**config.mk**
```make
export PLATFORM = sky130hd
export DESIGN_NAME = nzcv_flag_unit
export DESIGN_NICKNAME = d
export VERILOG_FILES = /design/src/rtl/nzcv_flag_unit.sv
export SDC_FILE = /design/constraint.sdc
export NUM_CORES = 1
export LEC_CHECK = 0
export BUFFER_PORTS_ARGS = -buffer_cell sky130_fd_sc_hd__buf_2
export CORE_MARGIN = 2
export CORE_UTILIZATION = 38
export CTS_CLUSTER_SIZE = 40
export DETAILED_ROUTE_END_ITERATION = 12
export PLACE_DENSITY = 0.73
export SLEW_MARGIN = 5
export SYNTH_ARGS = -nofsm -noshare
export SYNTH_HDL_FRONTEND = slang
export SYNTH_SLANG_ARGS = --single-unit
```
**constraint.sdc**
```tcl
create_clock -name clk -period 1.65 [get_ports clk]
set_input_delay 0.33 -clock clk [delete_from_list [all_inputs] [get_ports clk]]
set_output_delay 0.33 -clock clk [all_outputs]
set_load 0.005 [all_outputs]
```
**src/rtl/nzcv_flag_unit.sv**
```systemverilog
// NZCV flag unit: computes flags in EX, carries them through M and W, commits
// at the end of W, and forwards the youngest in-flight flag value to the checker.
module nzcv_flag_unit #(
  parameter int WIDTH = 32
) (
  input  logic             clk,
  input  logic             reset,
  input  logic             ex_valid,
  input  logic             ex_cond_pass,
  input  logic             ex_s,
  input  logic             ex_msr,
  input  logic [3:0]       ex_msr_nzcv,
  input  logic             ex_logic,
  input  logic [WIDTH-1:0] ex_result,
  input  logic             ex_c,
  input  logic             ex_v,
  input  logic             ex_shift_c,
  input  logic             stall,
  input  logic             flush,
  output logic [3:0]       nzcv,
  output logic [3:0]       nzcv_fwd,
  output logic [1:0]       pending
);

  typedef struct packed {
    logic       wr;
    logic [3:0] flags;
  } stage_t;

  stage_t     m_stage;
  stage_t     w_stage;
  logic       ex_wr;
  logic [3:0] ex_flags;

  assign ex_wr = ex_valid & ex_cond_pass & (ex_s | ex_msr);

  // Youngest writer wins so a back-to-back dependent op sees the newest flags.
  assign nzcv_fwd = m_stage.wr ? m_stage.flags :
                    w_stage.wr ? w_stage.flags : nzcv;

  assign pending = {1'b0, m_stage.wr} + {1'b0, w_stage.wr};

  always_comb begin
    // NOTE: default every output of a combinational block first so no path
    // leaves it unassigned and a latch gets inferred.
    ex_flags = '0;
    if (ex_msr) begin
      ex_flags = ex_msr_nzcv;
    end else begin
      ex_flags[3] = ex_result[WIDTH-1];
      ex_flags[2] = (ex_result == '0);
      if (ex_logic) begin
        ex_flags[1] = ex_shift_c;
        ex_flags[0] = nzcv_fwd[0];  // V preserved from the newest older writer
      end else begin
        ex_flags[1] = ex_c;
        ex_flags[0] = ex_v;
      end
    end
  end

  // NOTE: state registers use non-blocking assignments so every register
  // samples the pre-edge values and W sees the old M, not the freshly written one.
  always_ff @(posedge clk or posedge reset) begin
    if (reset) begin
      m_stage <= '0;
      w_stage <= '0;
      nzcv    <= '0;
    end else if (!stall) begin
      m_stage.wr    <= ex_wr & ~flush;
      m_stage.flags <= ex_flags;
      w_stage.wr    <= m_stage.wr & ~flush;
      w_stage.flags <= m_stage.flags;
      if (w_stage.wr) nzcv <= w_stage.flags;
    end else if (flush) begin
      // A flush still kills the M entry while the rest of the pipe is frozen.
      m_stage.wr <= 1'b0;
    end
  end

endmodule

```
==> flow_metrics.tcl, run 1 <==
set metrics [dict create \
    status "finished, final reports clean" \
    ir_drop_mv 0.352 \
    grt_overflow 0 \
    drtPass1Iterations 3 \
    ctsHoldBuffers 0 \
    initial_utilization_pct 39.6 \
    worst_slew_pin_slew_ns 0.500 \
    die-area_um2 2380 \
    syn_nets 126 \
    synth_seq_cells 14 \
    coreArea_um2 1920 \
    final_area_um2 1100 \
    rsz0062_at_grt "no" \
    cts_tree "built" \
    cts_buffers 3 \
    hold_path.class "primary input to asynchronous set/reset pin" \
    die_x_um 48.8 \
    clock_sinks 14 \
    crit_path_start_kind "flop" \
    ys_seq_area_share_pct 46.0 \
    n_antenna_cell 0 \
    avgSynthCellArea_um2 9.90 \
    synth_warnings 0 \
    wl_met2_um 986 \
    cp-end-kind "primary output" \
    wl_met1_um 686 \
    worstPathRequired_ns 1.32 \
    clkTransAtPathRegs_ns 0.08 \
    place.gp.congestion 0.685 \
    viasPerCell 4.86 \
    skew_ns 0.00518 \
    drc 0 \
    cts_root_buffer "clkbuf_4" \
    powerDensity_nw_per_um2 753 \
    p_leak_uw 0.000565 \
    highest_layer "met4" \
    critPathMaxFanout 4 \
    max-slew-margin-rel_pct 66.7 \
    vias 787 \
    cts_setup_buffers 0 \
    htreeDepth 1 \
    global_route.usage.total_pct 17.1 \
    maxSlewViolCount 0 \
    synthDistinctLibCells 22 \
    multi_input_area_um2 377 \
    pin_count 58 \
    finalNetCount 186 \
    routedWlPerCell_um 11.4 \
    syn-cell-area_um2 762 \
    placed_area_um2 1080 \
    drtIter0Drc 9 \
    fin_total_pwr_uw 830 \
    routed-wl-met3_um 138 \
    crit_type "flop to primary output" \
    n_fill_cell 194 \
    final_core_util_pct 57.4 \
    syn_inst 77 \
    area.growth.synth_to_final_pct 44.8 \
    grt_first_pass_wirelength_um 3190 \
    rows 16 \
    register_area_um2 352 \
    setup_viol 0 \
    dieHeight_um 48.8 \
    wl_um 1840 \
    antenna_left 0 \
    timing.fmax_mhz 627 \
    grt_pass1_vias 790 \
    cap_violations 0 \
    critPathArrivalTime_ns 1.26 \
    clk_latency_ns 0.27 \
    cts.path.max_buffers 2 \
    portBuffers 57 \
    layout-drive-gt1-share_pct 52.6 \
    grt_max_degree 20 \
    antenna_found_initial 0 \
    fin_crit_sh_pct 96.7 \
    final-hold-violation-count 0 \
    timing.final.crit_period_ns 1.59 \
]
## repair_timing
action	in CTS	in global routing
hold endpoints to repair	0	0
resized for setup	1	4
endpoints found under the setup margin	1	4
## through the flow
| stage | std cells | hold slack (ns) | setup WS [ns] | TNS, ns |
|---|---|---|---|---|
| 3_5_place_dp | 159 | 0.389 | -0.0184 | -0.0184 |
| 2_1_floorplan | 77 | 0.219 | 0.0793 | 0 |
| 6_report | 162 | 0.0671 | 0.0550 | 0 |
| 3_3_place_gp | 159 | 0.379 | 0.0326 | 0 |
| 4_1_cts | 162 | 0.0837 | 0.00912 | 0 |
| 5_1_grt | 162 | 0.113 | 0.00938 | 0 |
## state kept, by name (all words and copies together) (netlist names)
signal / count
m_stage: 5
w_stage: 5
nzcv: 4
## cells in the mapped netlist (all sizes together)
| library cell | number | share of area, % |
|---|---|---|
| a2111oi | 1 | 1.1 |
| mux2i | 6 | 7.9 |
| nand2b | 1 | 0.82 |
| o211ai | 1 | 0.99 |
| clkbuf | 3 | 1.5 |
| nor2b | 2 | 1.6 |
| mux2 | 7 | 10 |
| ha | 1 | 1.6 |
| nand4 | 1 | 0.82 |
| o221ai | 1 | 1.1 |
| o21ai | 8 | 5.3 |
| or4 | 2 | 2.0 |
| nor4 | 7 | 5.7 |
| a221oi | 1 | 1.1 |
| nand3 | 1 | 0.66 |
| dfrtp | 14 | 46 |
| inv | 2 | 0.99 |
| buf | 2 | 2.1 |
| nor2 | 4 | 2.0 |
| a21oi | 2 | 1.3 |
| nand2 | 10 | 4.9 |
## critical path, stage by stage (launching register included)
cell and delay, ns:
dfrtp_2 0.45, buf_6 0.14, ha_1 0.26, buf_2 0.13
## routing by layer
layer,vias up,track usage [%]
met4,0,8.57
met5,-,0
li1,401,-
met2,42,33.6
met3,3,1.53
met1,341,17.8
## logic make-up (layout without fill, tap and decap cells)
logic type,count (synthesis),count (layout),share of synthesized area [%]
multiplexers,13,13,18.2
adder cells (fa/ha/maj),1,1,1.64
AO/OA/AOI/OAI,14,14,11.0
buffers and inverters,7,65,4.60
flip-flops,14,14,46.0
AND/OR/NAND/NOR,28,28,18.6
## power by group
part	internal, uW	leakage [uW]	total [uW]	switching [uW]
combinational	130	0.000374	221	90.5
clock	84.5	0.0000138	184	99.1
sequential	391	0.000177	426	34.4
## cell usage in the layout (no fill, tap or decap), types with 2 or more instances in the layout
cell | netlist | final
inv_1 | 2 | 2
buf_2 | 1 | 57
mux2i_1 | 6 | 6
mux2_2 | 7 | 7
o21ai_1 | 0 | 3
dfrtp_1 | 14 | 13
nor2_1 | 4 | 4
buf_4 | 0 | 2
clkbuf_4 | 0 | 3
or4_1 | 2 | 2
nand2_1 | 10 | 10
nor2b_1 | 2 | 2
a21oi_1 | 2 | 2
nor4_1 | 7 | 7
o21ai_0 | 8 | 5
## final cells by class
type                            count  share of cell area (%)
Clock buffer                        3                    2.04
Inverter                            2                   0.680
Multi-Input combinational cell     56                    34.1
Sequential cell                    14                    31.9
Tap cell                           27                    3.06
Timing Repair Buffer               60                    28.2
## worst paths after layout
| check | slack (ns) | depth (start not counted) | startpoint | endpoint |
|---|---|---|---|---|
| max | 0.06 | 3 | w_stage[4] | pending[0] |
| min | 0.07 | 2 | reset | m_stage[4] |
| max reg2reg | 0.30 | 4 | w_stage[4] | m_stage[0] |
| min reg2reg | 0.51 | 2 | m_stage[1] | m_stage[1] |
| max in group asynchronous | 1.22 | 2 | reset | w_stage[4] |
| min in group clk | 0.20 | 2 | flush | m_stage[4] |
(Power assumes the default switching activity.)
==> run 2: changes to the inputs <==
Settings changed: PLACE_DENSITY 0.73 to 0.81.
==> run 2 against run 1 <==
- maximum frequency up 1.1%
- clock skew is 0.0036 ns lower
- cell area unchanged
- critical path depth did not move
- total power decreased by 0.64%
- die area did not move
- sequential share of layout area unchanged
- global-route usage is essentially flat
- sequential power is essentially flat
- combinational power down 2%
- count of clock-buffer cells in the layout is the same
==> flow_metrics.tcl, run 2 (synthesis gave the netlist of run 1 again) <==
set metrics [dict create \
    crit_family "flip-flops" \
    finalSetupTns_ns 0 \
    rows 16 \
    viasPerCell 4.95 \
    fin_cells 162 \
    initial_utilization_pct 39.6 \
    n_antenna_cell 0 \
    setup_viol 0 \
    reg.largest.list "m_stage x5, w_stage x5, nzcv x4" \
    path_cells "buf_6 -> ha_1 -> buf_2" \
    die-area_um2 2380 \
    hold_path.class "primary input to asynchronous set/reset pin" \
    pin_count 58 \
    timing.final.crit_period_ns 1.58 \
    rsz0062_at_grt "yes" \
    clock_sinks 14 \
    powerDensity_nw_per_um2 748 \
    max-slew-margin-rel_pct 64.9 \
    die_x_um 48.8 \
    global_route.usage.total_pct 17.1 \
    grt_max_degree 20 \
    drtPass1Iterations 4 \
    reg2reg_depth 3 \
    cp-end-kind "primary output" \
    antenna_found_initial 0 \
    timing.hold.ws_ns 0.0824 \
    vias 802 \
    status "finished, final reports clean" \
    htreeDepth 1 \
    gr-usage-met2_pct 29.2 \
    use_met1_pct 18.7 \
    maxSlewViolCount 0 \
    worst_slew_pin_slew_ns 0.525 \
    place_hpwl_um 1560 \
    final_area_um2 1100 \
    grt_first_pass_wirelength_um 3040 \
    critPathArrivalTime_ns 1.25 \
    clk_latency_ns 0.27 \
    slowest_delay_ns 0.45 \
    final-hold-violation-count 0 \
    crit_buf_inv 2 \
    cts_root_buffer "clkbuf_4" \
    grt_util_met3_pct 3.37 \
    grt_overflow 0 \
    final_cell_mix "buf_2 (57), dfrtp_1 (13), nand2_1 (10)" \
    critPathMaxFanout 4 \
    r2r_slack_ns 0.25 \
    finalNetCount 186 \
    crit_path_start_kind "flop" \
    skew_ns 0.00160 \
    place.gp.congestion 0.750 \
    ir_drop_mv 0.365 \
    area.growth.synth_to_final_pct 44.8 \
    layout-drive-gt1-share_pct 52.6 \
    dpl.cell_count 159 \
    clkTransAtPathRegs_ns 0.07 \
    fin_crit_sh_pct 95.6 \
    drc 0 \
    coreArea_um2 1920 \
    cts.path.max_buffers 2 \
    cts_buffers 3 \
    p_leak_uw 0.000564 \
    crit_cells 3 \
    grt_busiest_layer "met2" \
    antenna_left 0 \
    wl_um 1830 \
    dieHeight_um 48.8 \
    placed_area_um2 1080 \
    portBuffers 57 \
    drtIter0Drc 7 \
    cts_tree "built" \
    grt_pass1_vias 740 \
    crit_type "flop to primary output" \
    cap_violations 0 \
    worstPathRequired_ns 1.32 \
    crit_slowest_cell "dfrtp_2" \
    final_core_util_pct 57.4 \
    timing.fmax_mhz 634 \
    routedWlPerCell_um 11.3 \
    final_common_cell "buf_2" \
]
-- run 2: layout make-up --
class	count	area (um^2)
Fill cell	186	818
Inverter	2	7.51
Tap cell	27	33.8
Sequential cell	14	352
Timing Repair Buffer	60	312
Multi-Input combinational cell	56	377
Clock buffer	3	22.5
-- run 2: worst paths after layout --
check,from,to
max,w_stage[4],pending[0]
min,reset,w_stage[1]
max reg2reg,m_stage[4],m_stage[0]
min reg2reg,w_stage[0],w_stage[0]
max in group asynchronous,reset,w_stage[4]
min in group clk,flush,m_stage[4]
-- run 2: power by group --
group	total, uW	internal (uW)	switching (uW)
combinational	216	129	86.9
sequential	428	391	36.4
clock	182	84.4	97.4
total	825	604	221
-- run 2: timing repair --
action                                  CTS  global route
buffers inserted                          0             0
hold buffers                              0             0
endpoints found under the setup margin    0             4
resized for setup                         0             2
-- run 2: per-layer routing --
layer	vias to the layer above	routed length, um
met3	4	171
met5	-	0
met2	42	911
li1	400	-
met1	356	699
met4	0	47
-- run 2: stage by stage --
stage	power (uW)	worst slack (ns)
3_5_place_dp	655	0.00465
2_1_floorplan	529	0.0793
6_report	825	0.0731
5_1_grt	886	-0.00996
4_1_cts	838	0.0259
3_3_place_gp	643	0.0521
==> run 3: changes to the inputs <==
Clock period 1.65 ns to 1.7 ns, I/O delays scaled along.
==> run 3 against run 2 <==
- core utilization is 0.065 points lower
- count of clock-buffer cells in the layout unchanged
- non-clock buffer count unchanged
- global-route usage unchanged
- total power down 2.8%
- highest routed layer unchanged
- wire length up 0.27%
- largest power group unchanged
==> flow_metrics.tcl, run 3 (synthesis gave the netlist of run 1 again) <==
set metrics [dict create \
    initial_utilization_pct 39.6 \
    layout-drive-gt1-share_pct 51.9 \
    final_common_cell "buf_2" \
    pin_count 58 \
    setup_ws_ns 0.0946 \
    grt_first_pass_wirelength_um 3040 \
    max-slew-margin-rel_pct 64.7 \
    area.growth.synth_to_final_pct 44.7 \
    fin_cells 162 \
    crit_buf_inv 2 \
    coreArea_um2 1920 \
    final-hold-violation-count 0 \
    fin_crit_sh_pct 94.4 \
    timing.final.crit_period_ns 1.61 \
    viasPerCell 4.96 \
    reg.largest.list "m_stage x5, w_stage x5, nzcv x4" \
    multi_input_area_um2 377 \
    critPathArrivalTime_ns 1.27 \
    status "finished, final reports clean" \
    ctsHoldBuffers 0 \
    dieHeight_um 48.8 \
    n_antenna_cell 0 \
    finalNetCount 186 \
    maxSlewViolCount 0 \
    rsz0062_at_grt "no" \
    cts_tree "built" \
    worstPathRequired_ns 1.36 \
    cts_root_buffer "clkbuf_4" \
    register_area_um2 350 \
    critPathMaxFanout 4 \
    cts_resized 0 \
    worst_slew_pin_slew_ns 0.529 \
    timing.fmax_mhz 623 \
    cts_setup_buffers 0 \
    crit_type "flop to primary output" \
    drc 0 \
    clk_latency_ns 0.27 \
    cap_violations 0 \
    vias 804 \
    crit_family "flip-flops" \
    clock_sinks 14 \
    portBuffers 57 \
    htreeDepth 1 \
    ir_drop_mv 0.357 \
    pre_cts_slack_ns 0.0446 \
    drtPass1Iterations 4 \
    powerDensity_nw_per_um2 727 \
    cts_buffers 3 \
    setup_viol 0 \
    wl_um 1840 \
    final_cell_mix "buf_2 (57), dfrtp_1 (14), nand2_1 (10)" \
    routedWlPerCell_um 11.3 \
    antenna_left 0 \
    grt_max_degree 20 \
    global_route.usage.total_pct 17.1 \
    rows 16 \
    finalSetupTns_ns 0 \
    p_leak_uw 0.000565 \
    n_fill_cell 187 \
    place.gp.congestion 0.750 \
    crit_slowest_cell "dfrtp_1" \
    dpl.cell_count 159 \
    die-area_um2 2380 \
    cp-end-kind "primary output" \
    slowest_delay_ns 0.45 \
    grt_overflow 0 \
    path_cells "buf_6 -> ha_1 -> buf_2" \
    hold_path.class "primary input to asynchronous set/reset pin" \
    drtIter0Drc 7 \
    grt_pass1_vias 740 \
    skew_ns 0.00265 \
    antenna_found_initial 0 \
    die_x_um 48.8 \
    clkTransAtPathRegs_ns 0.08 \
    cts.path.max_buffers 2 \
    place_hpwl_um 1560 \
    crit_path_start_kind "flop" \
]
[run 3: worst reg2reg max path, cell delays in order (launching register included)]
cell and delay, ns:
dfrtp_1 0.46, mux2i_1 0.20, o21ai_0 0.12, a2111oi_0 0.44
a221oi_1 0.09
[run 3: area by class of cell]
class	count	share of cell area [%]
multi-input cells	56	34.2
flip-flops and latches	14	31.8
repair buffers	60	28.3
well taps	27	3.06
clock buffers	3	2.04
inverters	2	0.681
[run 3: report_power, final]
| group | leakage, uW | internal, uW | switching (uW) |
|---|---|---|---|
| Clock | 0.0000138 | 82.0 | 95.4 |
| Sequential | 0.000179 | 380 | 35.3 |
| Combinational | 0.000373 | 125 | 84.3 |
| Total | 0.000565 | 587 | 215 |
[run 3: per-stage QoR]
stage,hold WS [ns],power (uW),instance area [um^2],util [%]
2_1_floorplan,0.229,514,762,-
3_3_place_gp,0.386,624,1080,56.0
3_5_place_dp,0.404,636,1080,56.0
4_1_cts,0.103,814,1100,57.2
5_1_grt,0.124,862,1100,57.4
6_report,0.0924,802,1100,57.4
[run 3: per-layer routing]
metal	GRT usage, %	vias up	share of wire, %
li1	-	400	-
met2	29.2	42	50
met4	12.4	0	2.6
met3	3.37	4	9.3
met1	18.7	358	38
met5	0	-	0
[run 3: worst paths after layout]
path,from,end,slack [ns],cells after the start
min in group clk,flush,m_stage[4],0.23,2
worst max-delay path,w_stage[4],pending[0],0.09,3
worst min register to register,w_stage[0],w_stage[0],0.52,2
worst max register to register,w_stage[4],m_stage[0],0.26,4
worst min-delay path,reset,w_stage[4],0.09,2
max in group asynchronous,reset,nzcv[2],1.26,2
